[src/rtl/uart_tx.sv]
// ---------------------------------------------------------------------------
// uart_tx -- UART transmitter for the image pipeline.
//
// Bytes arrive as single-cycle pi_flag strobes and go into a 4-entry FIFO.
// They are sent as 8N1 frames, or as 8E1 frames when UART_TX_PARITY_EN is
// defined. Frames go out back-to-back while the FIFO holds data.
//
// Compile-time option:
//   UART_TX_PARITY_EN  adds the even-parity bit (PARITY state), 11-bit frames.
//
// Parameters:
//   CNT_BAUD_MAX  baud counter terminal value; one bit = CNT_BAUD_MAX+1 clocks.
//
// Ports:
//   sclk      system clock, rising edge
//   rst       asynchronous active-high reset
//   pi_data   byte to send, sampled when pi_flag=1
//   pi_flag   single-cycle write strobe
//   full      FIFO holds 4 bytes
//   ovf_flag  one-cycle pulse after a strobe is dropped because FIFO was full
//   busy      a frame is on the line
//   tx        serial line, registered, idle high
// ---------------------------------------------------------------------------
module uart_tx #(
  parameter int unsigned CNT_BAUD_MAX = 5207
) (
  input  logic       sclk,
  input  logic       rst,
  input  logic [7:0] pi_data,
  input  logic       pi_flag,
  output logic       full,
  output logic       ovf_flag,
  output logic       busy,
  output logic       tx
);

  localparam logic [12:0] BAUD_MAX = 13'(CNT_BAUD_MAX);

  typedef enum logic [2:0] {
    IDLE   = 3'd0,
    START  = 3'd1,
    DATA   = 3'd2,
`ifdef UART_TX_PARITY_EN
    PARITY = 3'd3,
`endif
    STOP   = 3'd4
  } state_t;

  // -------------------------------------------------------------------------
  // FIFO
  // -------------------------------------------------------------------------
  logic [7:0] fifo_mem [4];
  logic [1:0] wr_ptr;
  logic [1:0] rd_ptr;
  logic [2:0] count;
  logic       push;
  logic       pop;
  logic       fifo_rdy;
  logic [7:0] fifo_head;

  assign full      = (count == 3'd4);
  // A strobe is dropped whenever the FIFO is full before the edge, even if
  // the FSM pops in the same cycle.
  assign push      = pi_flag & ~full;
  assign fifo_head = fifo_mem[rd_ptr];

  always_ff @(posedge sclk) begin
    if (push) fifo_mem[wr_ptr] <= pi_data;
  end

  always_ff @(posedge sclk or posedge rst) begin
    if (rst) begin
      wr_ptr   <= 2'd0;
      rd_ptr   <= 2'd0;
      count    <= 3'd0;
      ovf_flag <= 1'b0;
      fifo_rdy <= 1'b0;
    end else begin
      if (push) wr_ptr <= wr_ptr + 2'd1;
      if (pop)  rd_ptr <= rd_ptr + 2'd1;
      case ({push, pop})
        2'b10:   count <= count + 3'd1;
        2'b01:   count <= count - 3'd1;
        default: count <= count;
      endcase
      ovf_flag <= pi_flag & full;
      // Registered non-empty view used only for the start out of IDLE; this
      // gives the two-edge strobe-to-start-bit latency and keeps the FIFO
      // count off the IDLE decision path.
      fifo_rdy <= (count != 3'd0);
    end
  end

  // -------------------------------------------------------------------------
  // Frame FSM
  // -------------------------------------------------------------------------
  state_t      state;
  state_t      state_nxt;
  logic [12:0] cnt_baud;
  logic [12:0] cnt_nxt;
  logic [2:0]  bit_cnt;
  logic [2:0]  bit_cnt_nxt;
  logic [7:0]  shift;
  logic [7:0]  shift_nxt;
  logic        tx_nxt;
  logic        bit_end;

`ifdef UART_TX_PARITY_EN
  logic par_q;

  // Even parity of the byte is latched as it leaves the FIFO.
  always_ff @(posedge sclk or posedge rst) begin
    if (rst)      par_q <= 1'b0;
    else if (pop) par_q <= ^fifo_head;
  end
`endif

  assign bit_end = (cnt_baud == BAUD_MAX);

  always_comb begin
    state_nxt   = state;
    pop         = 1'b0;
    shift_nxt   = shift;
    bit_cnt_nxt = bit_cnt;
    // Counter runs in every non-IDLE state and wraps at each bit end; it is
    // held at 0 in IDLE so the first bit of a frame starts from 0.
    cnt_nxt     = (state == IDLE || bit_end) ? 13'd0 : cnt_baud + 13'd1;

    case (state)
      IDLE: begin
        if (fifo_rdy && count != 3'd0) begin
          pop         = 1'b1;
          shift_nxt   = fifo_head;
          bit_cnt_nxt = 3'd0;
          state_nxt   = START;
        end
      end
      START: begin
        if (bit_end) state_nxt = DATA;
      end
      DATA: begin
        if (bit_end) begin
          shift_nxt   = {1'b0, shift[7:1]};
          bit_cnt_nxt = bit_cnt + 3'd1;
          if (bit_cnt == 3'd7) begin
`ifdef UART_TX_PARITY_EN
            state_nxt = PARITY;
`else
            state_nxt = STOP;
`endif
          end
        end
      end
`ifdef UART_TX_PARITY_EN
      PARITY: begin
        if (bit_end) state_nxt = STOP;
      end
`endif
      STOP: begin
        if (bit_end) begin
          // Back-to-back: next start bit directly follows the stop bit.
          if (count != 3'd0) begin
            pop         = 1'b1;
            shift_nxt   = fifo_head;
            bit_cnt_nxt = 3'd0;
            state_nxt   = START;
          end else begin
            state_nxt   = IDLE;
          end
        end
      end
      default: state_nxt = IDLE;
    endcase

    // Line level for the bit being entered, so tx changes with the state.
    case (state_nxt)
      START:   tx_nxt = 1'b0;
      DATA:    tx_nxt = shift_nxt[0];
`ifdef UART_TX_PARITY_EN
      PARITY:  tx_nxt = par_q;
`endif
      default: tx_nxt = 1'b1;
    endcase
  end

  always_ff @(posedge sclk or posedge rst) begin
    if (rst) begin
      state    <= IDLE;
      cnt_baud <= 13'd0;
      bit_cnt  <= 3'd0;
      shift    <= 8'd0;
      tx       <= 1'b1;
      busy     <= 1'b0;
    end else begin
      state    <= state_nxt;
      cnt_baud <= cnt_nxt;
      bit_cnt  <= bit_cnt_nxt;
      shift    <= shift_nxt;
      tx       <= tx_nxt;
      busy     <= (state_nxt != IDLE);
    end
  end

endmodule

[config.mk]
export PLATFORM = sky130hd
export DESIGN_NAME = uart_tx
export DESIGN_NICKNAME = d
export VERILOG_FILES = /design/src/rtl/uart_tx.sv
export SDC_FILE = /design/constraint.sdc
export NUM_CORES = 1
export LEC_CHECK = 0
export CAP_MARGIN = 5
export CORE_ASPECT_RATIO = 0.6
export CORE_MARGIN = 5
export CORE_UTILIZATION = 53
export DETAILED_ROUTE_END_ITERATION = 7
export PLACE_DENSITY = 0.76
export SETUP_SLACK_MARGIN = 0.5
export SLEW_MARGIN = 10
export SYNTH_ARGS = -nofsm -noshare
export SYNTH_HDL_FRONTEND = slang
export SYNTH_SLANG_ARGS = --single-unit
[constraint.sdc]
create_clock -name sclk -period 2.3 [get_ports sclk]
set_input_delay 0.69 -clock sclk [delete_from_list [all_inputs] [get_ports sclk]]
set_output_delay 0.69 -clock sclk [all_outputs]
set_load 0.005 [all_outputs]
==> impl_results.html <==
<table>
<tr><th>Metric</th><th>Value</th></tr>
<tr><th colspan="2">Worst setup path</th></tr>
<tr><td>Sum of buffers and inverters on the critical path</td><td>1</td></tr>
<tr><td>CP dominant cell by count</td><td>xor2_1</td></tr>
<tr><td>Cell type group with the largest total delay on the critical path</td><td>adder cells</td></tr>
<tr><td>Delay of the slowest cell on the worst path</td><td>about 0.36 ns</td></tr>
<tr><td>Sequence of cells on the critical path</td><td>ha_2 -&gt; and4bb_2 -&gt; nand4_1 -&gt; a21oi_4 -&gt; ha_4 -&gt; inv_2 -&gt; fa_2 -&gt; xor2_1 -&gt; nor2_1 -&gt; xor2_1</td></tr>
<tr><td>Critical path start-end classification</td><td>reg2reg</td></tr>
<tr><td>Endpoint kind of the worst setup timing path</td><td>register</td></tr>
<tr><td>Required time of the worst setup path</td><td>around 2.5 ns</td></tr>
<tr><td>Critical path launch point type</td><td>register</td></tr>
<tr><td>WP data arrival</td><td>2.40 ns</td></tr>
<tr><td>Slowest cell on crit path</td><td>dfrtp_1</td></tr>
<tr><td>Maximum fanout count along the critical path</td><td>3</td></tr>
<tr><th colspan="2">CTS</th></tr>
<tr><td>Buffers from clock root to sink, at most</td><td>2</td></tr>
<tr><td>Cts hold-fix bufs</td><td>0</td></tr>
<tr><td>Number of levels the H-tree was split into</td><td>3</td></tr>
<tr><td># clock sinks</td><td>70</td></tr>
<tr><td>TritonCTS clock tree</td><td>yes</td></tr>
<tr><td>Clk pin slew, worst setup/hold paths</td><td>~0.08 ns</td></tr>
<tr><td>Cell at the root of the clock tree</td><td>clkbuf_8</td></tr>
<tr><td>TritonCTS buffer count</td><td>9</td></tr>
<tr><td>Worst-skew pair later-pin latency</td><td>approximately 0.35 ns</td></tr>
<tr><th colspan="2">Route</th></tr>
<tr><td>Number of routed nets with antenna violations</td><td>0</td></tr>
<tr><td>Vias/cell</td><td>about 5.4</td></tr>
<tr><td>WL met2</td><td>approximately 3.0 mm</td></tr>
<tr><td>Drt drc</td><td>0</td></tr>
<tr><td>Detailed-routing iteration count for the pre-antenna-repair pass</td><td>4</td></tr>
<tr><td>Wire length per cell after detailed routing</td><td>17.3 um</td></tr>
<tr><td>Detailed-routed wire length on met3</td><td>369 um</td></tr>
<tr><td>DR iter-0 viols</td><td>approximately 110</td></tr>
<tr><td>Drt total wl</td><td>between 6 and 7 mm</td></tr>
<tr><td>Count of vias placed by the detailed router</td><td>between 1500 and 2000</td></tr>
<tr><td>Highest layer used for signal routing</td><td>met4</td></tr>
<tr><td>Metal1 wirelength</td><td>around 2.9 mm</td></tr>
<tr><th colspan="2">STA</th></tr>
<tr><td>Final worst setup slack</td><td>around 0.13 ns</td></tr>
<tr><td>Setup repair after global routing missed its margin</td><td>true</td></tr>
<tr><td>Final Cycle Share</td><td>between 90% and 100%</td></tr>
<tr><td>Post-Route Skew</td><td>about 0.0069 ns</td></tr>
<tr><td>Max-slew violations</td><td>0</td></tr>
<tr><td>Top achievable clock speed</td><td>~460 MHz</td></tr>
<tr><td>Worst hold slack across all endpoints</td><td>between 0.4 and 0.5 ns</td></tr>
<tr><td>Relative max-transition margin</td><td>62.3%</td></tr>
<tr><td>Final critical-path required period</td><td>between 2 and 2.5 ns</td></tr>
<tr><td>Final Hold Viols</td><td>0</td></tr>
<tr><td>Setup violations, final</td><td>0</td></tr>
<tr><td>Transition time of the tightest slew-check pin</td><td>roughly 0.56 ns</td></tr>
<tr><th colspan="2">Synth</th></tr>
<tr><td>Number of distinct standard cells referenced by the synthesized netlist</td><td>44</td></tr>
<tr><td>Post-Synth Adder-Cell Area</td><td>3.92%</td></tr>
<tr><td>Basic-gate share of the synthesized area counting and, or, nand and nor cells</td><td>a little under an eighth</td></tr>
<tr><td>Share of the synthesized netlist area taken by xor and xnor gates</td><td>just under 5%</td></tr>
<tr><td>Multiplexer share of the synthesized area</td><td>under 10%</td></tr>
<tr><td>Share of the yosys chip area belonging to registers</td><td>62.4%</td></tr>
<tr><td>Commonest register cell after synthesis</td><td>dfrtp_1</td></tr>
<tr><td>Cell count after synthesis</td><td>around 230</td></tr>
<tr><td>Total nets after synthesis</td><td>251</td></tr>
<tr><td>Mean Syn Cell Area</td><td>approximately 13 sq um</td></tr>
<tr><td>Yosys warning count</td><td>0</td></tr>
<tr><td>Number of flops mapped to enable cells by yosys</td><td>32</td></tr>
<tr><td>Mapped Area</td><td>roughly 3100 sq um</td></tr>
<tr><td>Synthesis-stage register bit count</td><td>70</td></tr>
<tr><td>Share of async-settable or async-resettable flops after synthesis</td><td>between 50% and 60%</td></tr>
<tr><td>Complex-gate fraction of the synthesized area</td><td>roughly 7.1%</td></tr>
<tr><td>Largest family of logic cells by synthesized area</td><td>simple AND/OR/NAND/NOR gates</td></tr>
<tr><th colspan="2">Floorplanning</th></tr>
<tr><td>Area of the core</td><td>roughly 5600 sq um</td></tr>
<tr><td>Vertical extent of the die</td><td>68.9 um</td></tr>
<tr><td>Die X-Extent</td><td>108 um</td></tr>
<tr><td>Starting density of the core</td><td>54.8%</td></tr>
<tr><td>Boundary Pins</td><td>15</td></tr>
<tr><td>Placement Rows</td><td>21</td></tr>
<tr><td>Die area</td><td>between 7000 and 8000 sq um</td></tr>
<tr><th colspan="2">Power and ir drop</th></tr>
<tr><td>Fraction of power spent switching nets</td><td>between 20% and 30%</td></tr>
<tr><td>Combinational Power Share</td><td>about 16%</td></tr>
<tr><td>Leakage component of the power</td><td>1.57 nW</td></tr>
<tr><td>Pwr dens</td><td>slightly above 800 nW/um^2</td></tr>
<tr><td>NetSw</td><td>0.000859 W</td></tr>
<tr><td>Internal power contribution</td><td>roughly 0.0022 W</td></tr>
<tr><td>VDD IR max</td><td>just over 0.0005 V</td></tr>
<tr><td>Share of total power in sequential cells</td><td>slightly above 50%</td></tr>
<tr><td>Part of the power in the clock network</td><td>between 30% and 40%</td></tr>
<tr><th colspan="2">Worst hold path</th></tr>
<tr><td>Kind of path behind the tightest hold check</td><td>reg2reg</td></tr>
<tr><th colspan="2">Outcome</th></tr>
<tr><td>Result of the run</td><td>complete, no violations</td></tr>
<tr><th colspan="2">Cells and area</th></tr>
<tr><td>Fraction of final layout cells sized beyond drive strength 1</td><td>around 28%</td></tr>
<tr><td>Antenna diodes</td><td>0</td></tr>
<tr><td>Post-Layout Inst Area</td><td>~3800 sq um</td></tr>
<tr><td>Area growth from synthesis to layout</td><td>25.3%</td></tr>
<tr><td>Fill cell total of the finished layout</td><td>around 400</td></tr>
<tr><td># nets final</td><td>299</td></tr>
<tr><td>Utilization of the core after routing</td><td>68.6%</td></tr>
<tr><th colspan="2">Placement</th></tr>
<tr><td>Pre-CTS worst setup slack</td><td>-0.0661 ns</td></tr>
<tr><td>Cell area after placement</td><td>about 3400 sq um</td></tr>
<tr><td>Estimated wirelength of the detail-placed design</td><td>3.78 mm</td></tr>
<tr><td>Final weighted congestion in routability-driven placement</td><td>~0.79</td></tr>
<tr><td>IO buf count</td><td>14</td></tr>
<tr><th colspan="2">Global route</th></tr>
<tr><td>Number of global-route vias before repair</td><td>1910</td></tr>
<tr><td>Remaining global-route overflow</td><td>0</td></tr>
<tr><td>Number of antenna violations at the first check in global routing</td><td>0</td></tr>
<tr><td>Global-route wire length before repair</td><td>approximately 10 mm</td></tr>
<tr><td>Overall track demand over capacity in global routing</td><td>between 10% and 20%</td></tr>
<tr><td>Largest net degree at the start of global routing</td><td>39</td></tr>
<tr><th colspan="2">Flow run</th></tr>
<tr><td>Max-cap viol count</td><td>0</td></tr>
</table>
## layout make-up
class	count	area (sq um)	share of cell area, %
clock buffers	9	124	3.23
clock inverters	7	80.1	2.09
inverters	21	78.8	2.05
multi-input cells	136	1190	31.1
flip-flops and latches	70	1910	49.8
well taps	80	100	2.61
repair buffers	41	350	9.13
## cells in the mapped netlist (6+ instances only)
cell	instances	area, sq um
xor2_1	8	70.1
nand2_1	13	48.8
mux4_2	8	180
o21ai_0	10	50.1
ha_1	8	100
nor2_1	17	63.8
a21oi_1	6	30.0
dfrtp_1	37	926
xnor2_1	9	78.8
inv_1	21	78.8
a22oi_1	6	45.0
edfxtp_1	32	961
and3_1	14	87.6
## layer usage
layer	global-route usage [%]	vias to the layer above
met1	25.0	977
met4	5.67	0
li1	-	932
met3	7.35	9
met2	28.3	55
met5	0	-
## power groups by stage
stage	clock, W	sequential, W	combinational, W
4_1_cts	0.00105	0.00156	0.000485
2_1_floorplan	0	0.00157	0.000281
3_5_place_dp	0	0.00159	0.000442
6_report	0.00102	0.00157	0.000507
3_3_place_gp	0	0.00158	0.000423
5_1_grt	0.00112	0.00158	0.000571
## final timing paths
path / from / slack [ns] / end / depth (start not counted)
setup / recovery: cnt_baud[1]$_DFF_PP0_ / 0.13 / count[2]$_DFFE_PP0P_ / 10
hold / removal: bit_cnt[0]$_DFFE_PP0P_ / 0.48 / bit_cnt[0]$_DFFE_PP0P_ / 1
setup reg to reg: cnt_baud[1]$_DFF_PP0_ / 0.13 / count[2]$_DFFE_PP0P_ / 10
hold reg to reg: bit_cnt[0]$_DFFE_PP0P_ / 0.48 / bit_cnt[0]$_DFFE_PP0P_ / 1
max in group asynchronous: rst / 1.19 / tx$_DFF_PP1_ / 3
min in group asynchronous: rst / 0.76 / bit_cnt[2]$_DFFE_PP0P_ / 3
## flip-flops by register name, indices dropped and copies added (netlist names), 2 cells and up
name and cells:
cnt_baud 13, rd_ptr 2, state 3, count 3, shift 8, wr_ptr 2
bit_cnt 3, fifo_mem 32
## metrics by stage
stage	cells	setup TNS (ns)	total power, W
after floorplan	231	0	0.00185
after global placement	330	-0.00743	0.00200
after global routing	364	0	0.00327
after detailed placement	330	-0.0661	0.00203
after CTS	353	0	0.00309
final	364	0	0.00309
## logic make-up after synthesis
logic type	after synthesis
fa+ha+maj	9
simple gates	64
flops	70
mux	10
buf+inv	28
compound gates	33
xor+xnor	17
## cells in the final DEF, fill, tap and decap left out, types with 3 or more instances in the layout
| cell type | count |
|---|---|
| nand2_1 | 12 |
| a21oi_1 | 4 |
| ha_1 | 6 |
| and3_1 | 14 |
| inv_1 | 20 |
| a22oi_1 | 6 |
| clkdlybuf4s50_1 | 10 |
| mux4_2 | 8 |
| o21ai_0 | 10 |
| nor2_1 | 16 |
| inv_6 | 3 |
| edfxtp_1 | 32 |
| xnor2_1 | 9 |
| dfrtp_1 | 37 |
| clkbuf_8 | 9 |
| buf_4 | 24 |
| xor2_1 | 8 |
## repair_timing
item / in CTS / in global routing
pin swaps: 6 / 9
buffers inserted: 6 / 9
setup endpoints to repair: 23 / 36
gates resized for setup: 14 / 15
gates cloned: 1 / 2
Note: power is estimated with default switching activity, not from simulation.
==> edit 1: new RTL, same flow settings <==
Build with the macro `UART_TX_PARITY_EN` defined.
--- a/src/rtl/uart_tx.sv
+++ b/src/rtl/uart_tx.sv
@@ -21,6 +21,8 @@
 //   busy      a frame is on the line
 //   tx        serial line, registered, idle high
 // ---------------------------------------------------------------------------
+`define UART_TX_PARITY_EN
+
 module uart_tx #(
   parameter int unsigned CNT_BAUD_MAX = 5207
 ) (
Behaviour: no difference found for any inputs over 10 cycles, from zero or initial values and one cycle with rst high; that may be too few to reach the edited logic, so the function may still have changed.
==> edit 1 against the unedited design <==
The run now ends with negative setup slack left; synthesized area rose by 3.1%; cell count rose by 4.1%; final area rose by 4.7%; worst setup slack got worse by 0.31 ns; sequential cell count rose by 1; total power rose by 4.9%; routed wire length rose by 0.96%; die area rose by 2.7%; largest cell class unchanged.
==> edit 1: results (changes against the unedited design) <==
| Metric | Value |
|---|---|
| Top cells by area, synth | `edfxtp_1 30%, dfrtp_1 30%, mux4_2 5.7%` |
| Final WS setup | `-0.1848 ns (-0.3140 ns)` |
| Relative slew slack | `66.91% (+4.6 points)` |
| Syn Nets | `258 (+2.8%)` |
| First-pass GRT wire length | `10270 µm (+4.1%)` |
| WHS | `0.5271 ns (+0.04580 ns)` |
| Setup violators final | `6 (+6)` |
| Hold Violations, Final | `0 (unchanged)` |
| Status | `complete, but fails checks` |
| Final Wtd Congestion | `0.8132 (+2.7%)` |
| Async SR Flop Fraction | `54.93% (+0.64 points)` |
| Nets | `314 (+5.0%)` |
| Worst r2r src | `cnt_baud[9]$_DFF_PP0_` |
| Min-Delay Endpoint | `count[2]$_DFFE_PP0P_` |
| Leak pwr | `1.677 nW (+6.6%)` |
| DR iter-0 viols | `142 (+33%)` |
| FILL cells | `393 (+1.0%)` |
| Vias in the first global route | `2061 (+7.9%)` |
| Crit path from | `cnt_baud[9]$_DFF_PP0_` |
| Routed len/inst | `16.73 µm (-3.0%)` |
| Largest net degree at the start of global routing | `40 (+2.6%)` |
| Pre-Repair DR Iteration Count | `5 (+1)` |
| Dpl hpwl | `4137 µm (+9.6%)` |
| Adder-cell area share of the yosys netlist | `3.802% (-0.12 points)` |
| Mux cell area share after synthesis | `7.129% (+0.60 points)` |
| Failing checks | `negative setup slack` |
| Commonest cells in the synthesized netlist | `38 x dfrtp_1, 32 x edfxtp_1, 22 x inv_1, 20 x nor2_1, 14 x xnor2_1` |
| Cells on worst reg2reg path | `9 (-1)` |
| Vias per cell | `5.359 (-1.1%)` |
| Post-synthesis sequential area ratio | `61.35% (-1.1 points)` |
| Clk_skew | `0.006204 ns (-0.0006918 ns)` |
| Synth Area in XOR/XNOR | `6.931% (+2.1 points)` |
| CP max-delay cell | `nor4b_4` |
| Setup TNS | `-0.2620 ns (-0.2620 ns)` |
| Placed Area | `3576 µm² (+5.4%)` |
| Maximum VDD drop | `506.1 µV (-0.56%)` |
| WP data arrival | `2.71 ns (+0.31 ns)` |
| Post-synthesis cell type count | `41 (-6.8%)` |
[edit 1: logic make-up after synthesis]
kind of cell / after synthesis
flops: 71
simple gates: 66
buf+inv: 28
compound gates: 27
xor+xnor: 25
mux: 12
fa+ha+maj: 9
[edit 1: how the worst max path moves through the flow]
| stage | to | cells past startpoint |
|---|---|---|
| 6_report | count[2]$_DFFE_PP0P_ | 9 |
| 5_1_grt | count[2]$_DFFE_PP0P_ | 9 |
| 4_1_cts | count[2]$_DFFE_PP0P_ | 9 |
| 3_5_place_dp | count[2]$_DFFE_PP0P_ | 9 |
| 3_3_place_gp | count[2]$_DFFE_PP0P_ | 9 |
| 2_1_floorplan | count[2]$_DFFE_PP0P_ | 10 |
[edit 1: timing repair]
item | CTS | global route
setup buffers | 6 | 6
gates cloned | 1 | 0
setup endpoints to repair | 22 | 21
endpoints found under the hold margin | 0 | 0
pin swaps | 3 | 7
resized for setup | 13 | 16
[edit 1: metal layers]
metal  vias up  share of wire [%]  GRT usage, %
li1        951                  -             -
met1      1010                 49         27.15
met2        64                 44         23.87
met3         6                5.7         6.233
met4         0                1.2         6.224
met5         -                  0             0
[edit 1: layout make-up]
| class | count | area share, % |
|---|---|---|
| well taps | 80 | 2.491 |
| multi-input cells | 139 | 30.40 |
| clock buffers | 10 | 3.177 |
| inverters | 22 | 2.055 |
| flip-flops and latches | 71 | 48.24 |
| clock inverters | 6 | 2.149 |
| repair buffers | 51 | 11.49 |
[edit 1: worst max-delay path, delay by kind of cell (launching register included)]
kind                     cells  cell delay (ns)
AND/OR/NAND/NOR              3             0.68
adder cells (fa/ha/maj)      2             0.53
flip-flops                   1             0.42
AO/OA/AOI/OAI                1             0.40
XOR/XNOR                     2             0.31
buffers and inverters        1             0.04
[edit 1: where the power goes]
| group | switching [mW] | leakage, nW | internal (mW) | total, mW |
|---|---|---|---|---|
| Combinational | 0.327 | 0.815 | 0.266 | 0.593 |
| Clock | 0.462 | 0.106 | 0.609 | 1.07 |
| Sequential | 0.0701 | 0.756 | 1.51 | 1.58 |
[edit 1: through the flow]
step	power [mW]	util (%)	cells	worst slack, ns
after floorplan	1.955	-	238	-0.1021
after global placement	2.120	63.01	350	-0.009193
after detailed placement	2.156	63.01	350	-0.07296
after CTS	3.247	68.85	373	-0.06281
after global routing	3.396	70.79	379	-0.2353
final	3.242	70.79	379	-0.1848
==> edit 2: new RTL, same flow settings <==
Without the edit above. Take the reset off `shift` and load it in a clocked block of its own.
--- a/src/rtl/uart_tx.sv
+++ b/src/rtl/uart_tx.sv
@@ -188,18 +188,20 @@
       state    <= IDLE;
       cnt_baud <= 13'd0;
       bit_cnt  <= 3'd0;
-      shift    <= 8'd0;
       tx       <= 1'b1;
       busy     <= 1'b0;
     end else begin
       state    <= state_nxt;
       cnt_baud <= cnt_nxt;
       bit_cnt  <= bit_cnt_nxt;
-      shift    <= shift_nxt;
       tx       <= tx_nxt;
       busy     <= (state_nxt != IDLE);
     end
   end
 
+  always_ff @(posedge sclk) begin
+    shift <= shift_nxt;
+  end
+
 endmodule
 
Function: no difference found for any inputs over 10 cycles, from zero or initial values and one cycle with rst high; that may be too few to reach the edited logic, so the function may still have changed.
==> edit 2 against the unedited design <==
Hold slack gained 0.053 ns; synthesized cell count shrank 6.1%; global-route usage shrank 1.1 points; synthesized area grew 1.2%; final area grew 0.59%; sequential cell count is the same; total power shrank 3.5%; worst setup slack gained 0.038 ns; routed wire length grew 2.8%; critical path type unchanged; largest cell class unchanged.
==> edit 2: results (changes against the unedited design) <==
| Metric | Value |
|---|---|
| Top cells by area, synth | `edfxtp_1 38%, dfrtp_1 23%, mux4_2 5.8%` |
| FF-to-FF setup slack | `0.17 ns (+0.04 ns)` |
| Commonest cells in the synthesized netlist | `39 x edfxtp_1, 29 x dfrtp_1, 18 x nor2_1, 13 x inv_1` |
| Drt total wl | `6460 µm (+2.8%)` |
| Root buf cell | `clkbuf_8` |
| Synthesized area per cell | `14.29 µm² (+7.7%)` |
| GRT met3 Usage | `6.512% (-0.84 points)` |
| Nets | `287 (-4.0%)` |
| EDFF count, synth | `39 (+22%)` |
| Post-synthesis cell type count | `46 (+4.5%)` |
| DR iter-0 viols | `142 (+33%)` |
| First-pass GRT wire length | `9701 µm (-1.6%)` |
| Leak pwr | `1.515 nW (-3.8%)` |
| Post-synthesis sequential area ratio | `62.67% (+0.24 points)` |
| Status | `finished, final reports clean` |
| Adder-cell area share of the yosys netlist | `3.874% (-0.046 points)` |
| Vias per cell | `5.547 (+2.3%)` |
| Share of cells above drive strength 1 | `35.79% (+8.0 points)` |
| Async SR Flop Fraction | `42.86% (-11 points)` |
| Yosys warnings | `0 (unchanged)` |
| Synth Area in Compound Gates | `5.892% (-1.2 points)` |
| Min-delay worst type | `reg2reg` |
| Syn Nets | `237 (-5.6%)` |
| GR met2 Demand/Resource | `23.34% (-5.0 points)` |
| CP max-delay cell | `dfrtp_1` |
| Final Wtd Congestion | `0.8415 (+6.3%)` |
| Gr usage total | `17.44% (-1.1 points)` |
| Ys flop type | `edfxtp_1` |
| Placed Cells | `316 (-4.2%)` |
| H-tree depth | `3 (unchanged)` |
| CTS clk-pin slew, worst paths | `0.07 ns` |
| Vias in the first global route | `1856 (-2.8%)` |
| Maximum VDD drop | `447.4 µV (-12%)` |
| Clk_skew | `0.008543 ns (+0.001647 ns)` |
| Mux cell area share after synthesis | `7.143% (+0.61 points)` |
| Met1 Usage GRT | `26.40% (+1.4 points)` |
| Routed len/inst | `18.40 µm (+6.6%)` |
| Initial antenna violation count | `0 (unchanged)` |
| Synth Area in XOR/XNOR | `4.762% (-0.097 points)` |
| Relative slew slack | `67.34% (+5.0 points)` |
| Largest net degree at the start of global routing | `31 (-21%)` |
| Dpl hpwl | `3991 µm (+5.7%)` |
| Critical path's top delay family | `adder cells` |
edit 2: cell count changes after synthesis, moves of 4 or more:
cell,change
a22o_1,+6
a22oi_1,-4
and3_1,-7
clkbuf_1,-4
dfrtp_1,-8
edfxtp_1,+7
inv_1,-8
nand2_1,-6
nand3_1,+4
o21ai_0,-7
edit 2: layer usage:
metal	vias to the layer above	routed length, µm
met1	955	3012
met4	0	88
met2	75	2924
li1	907	-
met5	-	0
met3	10	434
edit 2: how the worst min path moves through the flow:
stage,from,endpoint,slack [ns],cells past startpoint
after floorplan,cnt_baud[0]$_DFF_PP0_,cnt_baud[0]$_DFF_PP0_,0.45,1
after global placement,cnt_baud[0]$_DFF_PP0_,cnt_baud[0]$_DFF_PP0_,0.47,1
after detailed placement,cnt_baud[0]$_DFF_PP0_,cnt_baud[0]$_DFF_PP0_,0.48,1
after CTS,bit_cnt[0]$_DFFE_PP0P_,bit_cnt[0]$_DFFE_PP0P_,0.53,1
after global routing,bit_cnt[0]$_DFFE_PP0P_,bit_cnt[0]$_DFFE_PP0P_,0.55,1
final,bit_cnt[0]$_DFFE_PP0P_,bit_cnt[0]$_DFFE_PP0P_,0.53,1
edit 2: cell families (layout without fill, tap and decap cells):
logic type                 count (synthesis)  after routing
xor gates and xnor gates                  16             16
adders and majority gates                  9              9
buffers and inverters                     20             73
AOI/OAI and AO/OA                         25             26
muxes                                     12             12
DFF                                       70             70
and+or+nand+nor                           65             65
edit 2: timing repair:
| action | 4_1_cts | 5_1_grt |
|---|---|---|
| setup endpoints to repair | 25 | 36 |
| resized for setup | 18 | 35 |
| setup buffers | 8 | 11 |
| pin swaps | 5 | 24 |
| gates cloned | 0 | 1 |
edit 2: where the power goes:
group	total (mW)	switching (mW)	internal, mW
logic	0.576	0.298	0.277
clock network	0.826	0.449	0.377
registers	1.58	0.0729	1.51
edit 2: cell type report:
class,instances,area share (%)
tap,80,2.592
timing repair buffer,45,9.916
multi-input combinational,128,31.79
clock inverter,5,0.7453
inverter,13,1.264
clock buffer,10,3.305
sequential,70,50.39
edit 2: stage by stage:
| stage | instance area (µm²) | setup WS, ns | setup TNS [ns] | total power, mW | hold slack [ns] |
|---|---|---|---|---|---|
| 2_1_floorplan | 3115 | 0.09691 | 0 | 1.874 | 0.4451 |
| 3_3_place_gp | 3398 | 0.0003813 | 0 | 2.016 | 0.4657 |
| 3_5_place_dp | 3398 | -0.04003 | -0.04003 | 2.049 | 0.4794 |
| 4_1_cts | 3649 | 0.1395 | 0 | 2.954 | 0.5292 |
| 5_1_grt | 3861 | 0.04047 | 0 | 3.128 | 0.5456 |
| 6_report | 3861 | 0.1669 | 0 | 2.984 | 0.5347 |
